File: config.mk
export PLATFORM = sky130hd
export DESIGN_NAME = ifm_stream_feeder
export DESIGN_NICKNAME = d
export VERILOG_FILES = /design/src/rtl/ifm_stream_feeder.sv
export SDC_FILE = /design/constraint.sdc
export NUM_CORES = 1
export LEC_CHECK = 0
export ABC_AREA = 1
export CAP_MARGIN = 5
export CORE_MARGIN = 3
export CORE_UTILIZATION = 55
export CTS_CLUSTER_SIZE = 30
export DETAILED_ROUTE_END_ITERATION = 8
export GPL_ROUTABILITY_DRIVEN = 0
export PLACE_DENSITY = 0.78
export SLEW_MARGIN = 30
export SYNTH_ARGS = -nofsm -noshare
export SYNTH_HDL_FRONTEND = slang
export SYNTH_SLANG_ARGS = --single-unit
export TNS_END_PERCENT = 5
File: constraint.sdc
create_clock -name clk -period 2.96 [get_ports clk]
set_input_delay 0.296 -clock clk [delete_from_list [all_inputs] [get_ports clk]]
set_output_delay 0.296 -clock clk [all_outputs]
set_load 0.02 [all_outputs]
File: src/rtl/ifm_stream_feeder.sv
// ifm_stream_feeder: row-edge feeder producing a bit-reversed rate-coded ifm stream for the PE array
module ifm_stream_feeder #(
    parameter int IWIDTH = 8
) (
    input  logic              clk,
    input  logic              rst,
    input  logic              in_valid,
    output logic              in_ready,
    input  logic [IWIDTH-1:0] in_ifm,
    input  logic [IWIDTH:0]   in_len,
    input  logic              out_ready,
    output logic              busy,
    output logic              ifm_dff,
    output logic              en_i,
    output logic              clr_i,
    output logic              en_o,
    output logic              clr_o,
    output logic              mac_done
);
    typedef enum logic [1:0] {IDLE, CLR, RUN, DONE} state_t;

    localparam logic [IWIDTH:0] FULL = {1'b1, {IWIDTH{1'b0}}};

    state_t              state, next;
    logic [IWIDTH:0]     cnt, len_q, len_c;
    logic [IWIDTH-1:0]   ifm_q, rev;

    for (genvar i = 0; i < IWIDTH; i++) begin : g_rev
        assign rev[i] = cnt[IWIDTH-1-i];
    end

    // next-state decode and clamp of the requested stream length
    always_comb begin
        next  = state;
        len_c = (in_len == '0 || in_len > FULL) ? FULL : in_len;
        case (state)
            IDLE:    next = in_valid ? CLR : IDLE;
            CLR:     next = RUN;
            RUN:     next = (cnt == len_q - 1'b1) ? DONE : RUN;
            DONE:    next = out_ready ? IDLE : DONE;
            default: next = IDLE;
        endcase
    end

    // state, datapath and registered outputs; PE controls lag the state by one cycle
    always_ff @(posedge clk or posedge rst) begin
        if (rst) begin
            state    <= IDLE;
            cnt      <= '0;
            ifm_q    <= '0;
            len_q    <= '0;
            in_ready <= 1'b0;
            busy     <= 1'b0;
            ifm_dff  <= 1'b0;
            en_i     <= 1'b0;
            en_o     <= 1'b0;
            clr_i    <= 1'b0;
            clr_o    <= 1'b0;
            mac_done <= 1'b0;
        end else begin
            state    <= next;
            in_ready <= next == IDLE;
            busy     <= next != IDLE;
            if (state == IDLE && in_valid) begin
                ifm_q <= in_ifm;
                len_q <= len_c;
            end
            cnt      <= state == CLR ? '0 : state == RUN ? cnt + 1'b1 : cnt;
            clr_i    <= state == CLR;
            clr_o    <= state == CLR;
            en_i     <= state == RUN;
            en_o     <= state == RUN;
            ifm_dff  <= state == RUN && ifm_q > rev;
            mac_done <= state == DONE;
        end
    end
endmodule
==> metrics.md <==
| Metric | Value |
|---|---|
| Hold-fix buffers, CTS | 0 |
| Mux share of post-synthesis cell area | 0.00504 |
| CTS sink cnt | 34 |
| CP Capture Type | flop |
| Worst vdd ir | 0.000461 V |
| Clock Tree Buf Depth | 2 |
| Most common cell after layout, fill and taps aside | nand2_1 |
| Leading cell types in the layout, fill and taps excluded | nand2_1, inv_1, dfrtp_1 |
| Syn Std Cell Area | 0.00199 mm² |
| Via count | 1,721 |
| HP Class | primary input to async pin |
| Die height | 66.1 µm |
| Final #Nets | 322 |
| Crit. Startpoint | state[1] |
| Vias per inst | 5.18 |
| Initial Utilization | 0.581 |
| First-pass GRT wire length | 7310 µm |
| CP Depth | 7 |
| Slew margin rel. | 0.586 |
| Worst EP required | 3.21 ns |
| CP startpoint kind | flop |
| Num rows | 21 |
| Post-CTS Setup Bufs | 0 |
| Setup CP Type | flop to flop |
| Cells after Synth | 254 |
| Post-CTS resize count | 0 |
| Pleak | 1.23 nW |
| Critical Path Slowest Stage Cell | dfrtp_1 |
| Mapped Avg Cell Area | 7.82 µm² |
| R2R setup slack | 1.08 ns |
| First DRT Iteration DRCs | 108 |
| DP HPWL | 3120 µm |
| DR DRC count | 0 |
| # Max-Cap Violations | 0 |
| CTS Root Cell | clkbuf_4 |
| GR Util All Layers | 0.225 |
| CTS H-tree depth | 2 |
| Final hold vios | 0 |
| Min cycle time layout | 1.88 ns |
| Routed wire length per instance | 12.3 µm |
| Area grow syn2layout | 21.6% |
| Power per Cell Area | 1030 mW/mm² |
| R2r endpoint | cnt[8] |
| R2r worst-path depth | 7 |
| Setup_tns | 0 ns |
| Post-synth top area share | 0.428 |
| TritonCTS Buffers | 5 |
| CP cell instances | inv_1 > ha_1 > inv_2 > nor4_4 > nand3_2 > nor3_1 > nor2_1 |
| Post-Synthesis Net Count | 291 |
| IO buf count | 28 |
| Setup violators final | 0 |
| RSZ-0062 raised after global routing | false |
| Overflow after GRT | 0 |
| Reg2Reg Launch Point | state[1] |
| Register area share after synthesis | 0.428 |
| Fillers | 290 |
| Ant diodes | 0 |
| Max Clock Freq | 531 MHz |
| Synth Area in Simple Gates | 0.282 |
| Max-slew violation count | 0 |
| Post-route ant nets | 0 |
| WP data arrival | 2.13 ns |
| Io pins | 29 |
| Slowest cell delay on critical path | 0.44 ns |
| Largest family of logic cells by synthesized area | simple AND/OR/NAND/NOR gates |
| Vias in the first global route | 1,676 |
| Fin Clk Skew | 0.0114 ns |
| Area leader, netlist | dfrtp_1 |
| Total Power | 2.50 mW |
| Ranking of synthesized cells by area | dfrtp_1, nand2_1, ha_1, inv_1, nand3_1 |
| Total wire length | 4090 µm |
| Fin crit share | 0.636 |
| Worst-path clk slew | 0.11 ns |
| Chip width | 66.1 µm |
| Yosys warns | 0 |
| Synthesized-area fraction occupied by adder cells | 0.101 |
| Core region area | 0.00342 mm² |
| Worst setup path end | cnt[8] |
| Die area | 0.00437 mm² |
| Maximum fanout along the worst path | 6 |
| Pre-antenna DRT Iters | 4 |
| Clock latency on the worst-skew pair | 0.36 ns |
| TritonCTS clock tree | yes |
| Worst Tran Pin Value | 0.620 ns |
| Crit path buf inv count | 2 |
| Status | completed |
| Initial antenna violation count | 0 |
| Synth Area in Compound Gates | 0.0718 |
| Crit path max-delay family | simple AND/OR/NAND/NOR gates |
| Layout cells sized above 1 | 0.0490 |
| Largest net degree at the start of global routing | 35 |
| Flops & latches, synth | 34 |
| Post-synthesis xor/xnor area fraction | 0.0265 |
| Yosys cell types | 27 |
[layout make-up]
cell class                      count  area, µm²  share of cell area
Timing Repair Buffer               29        288               0.119
Tap cell                           46       57.6              0.0238
Multi-Input combinational cell    177        965               0.399
Sequential cell                    34        851               0.352
Clock buffer                        6       51.3              0.0212
Clock inverter                      2       60.1              0.0249
Inverter                           38        143              0.0591
[power by group]
part	switching (mW)	leakage, nW	internal, mW
sequential	0.151	0.437	0.652
clock	0.161	0.0585	0.286
combinational	0.751	0.730	0.496
total	1.06	1.23	1.43
[worst min path at each step]
| stage | cells after the start | endpoint | from | slack [ns] |
|---|---|---|---|---|
| global route | 3 | in_ready | rst | 0.36 |
| global placement | 2 | ifm_q[3] | ifm_q[3] | 0.48 |
| CTS | 3 | busy | rst | 0.35 |
| finish | 3 | state[1] | rst | 0.33 |
| floorplan | 2 | ifm_q[1] | in_ifm[1] | 0.41 |
| detailed placement | 2 | ifm_q[3] | ifm_q[3] | 0.48 |
[metal layers]
metal / up-vias / part of all wire / wire length (µm) / GRT usage
li1: 873 / - / - / -
met2: 48 / 0.47 / 1900 / 0.354
met5: - / 0 / 0 / 0
met1: 789 / 0.45 / 1840 / 0.280
met4: 0 / 0.024 / 98 / 0.0990
met3: 11 / 0.061 / 250 / 0.0731
[metrics by stage]
stage                      util  instance area [µm²]  std cells  hold WS [ns]  setup WS [ns]
after floorplan               -                 1990        254         0.406           1.33
after global placement    0.674                 2300        324         0.475           1.14
after detailed placement  0.674                 2300        324         0.477           1.04
after CTS                 0.707                 2410        332         0.349           1.09
after global routing      0.707                 2410        332         0.363          0.862
final                     0.707                 2410        332         0.332           1.08
[tightest hold or removal path, cell delays in order]
cell,delay [ns]
clkdlybuf4s50_1,0.40
inv_1,0.05
buf_4,0.37
[flip-flops by register name (all words and copies together), names as in the netlist]
signal	count
cnt	9
mac_done	1
clr_o	1
len_q	9
state	2
ifm_dff	1
busy	1
en_o	1
in_ready	1
ifm_q	8
[cell usage after synthesis]
cell type  instances
nor4_4             1
o22ai_1            1
mux2i_1            1
xor2_1             3
dfrtp_1           34
clkbuf_1           2
xnor2_1            3
nand4_1            2
nor2_1            19
o41ai_1            1
nand2_1           72
nand3b_1           2
nand3_2            1
nand3_1           21
ha_1              16
inv_2              1
a31oi_1            2
o21ai_0           13
inv_1             37
or2_2              1
clkbuf_2           1
nor3_1             5
o21ai_1            1
buf_4              2
nor4_1             2
a21oi_1            9
nor3_2             1
[logic make-up after synthesis]
kind of cell,count (synthesis)
AND/OR/NAND/NOR,127
buffers and inverters,43
flip-flops,34
AO/OA/AOI/OAI,27
adder cells (fa/ha/maj),16
XOR/XNOR,6
multiplexers,1
No activity file was read; power rests on OpenSTA's default activity.
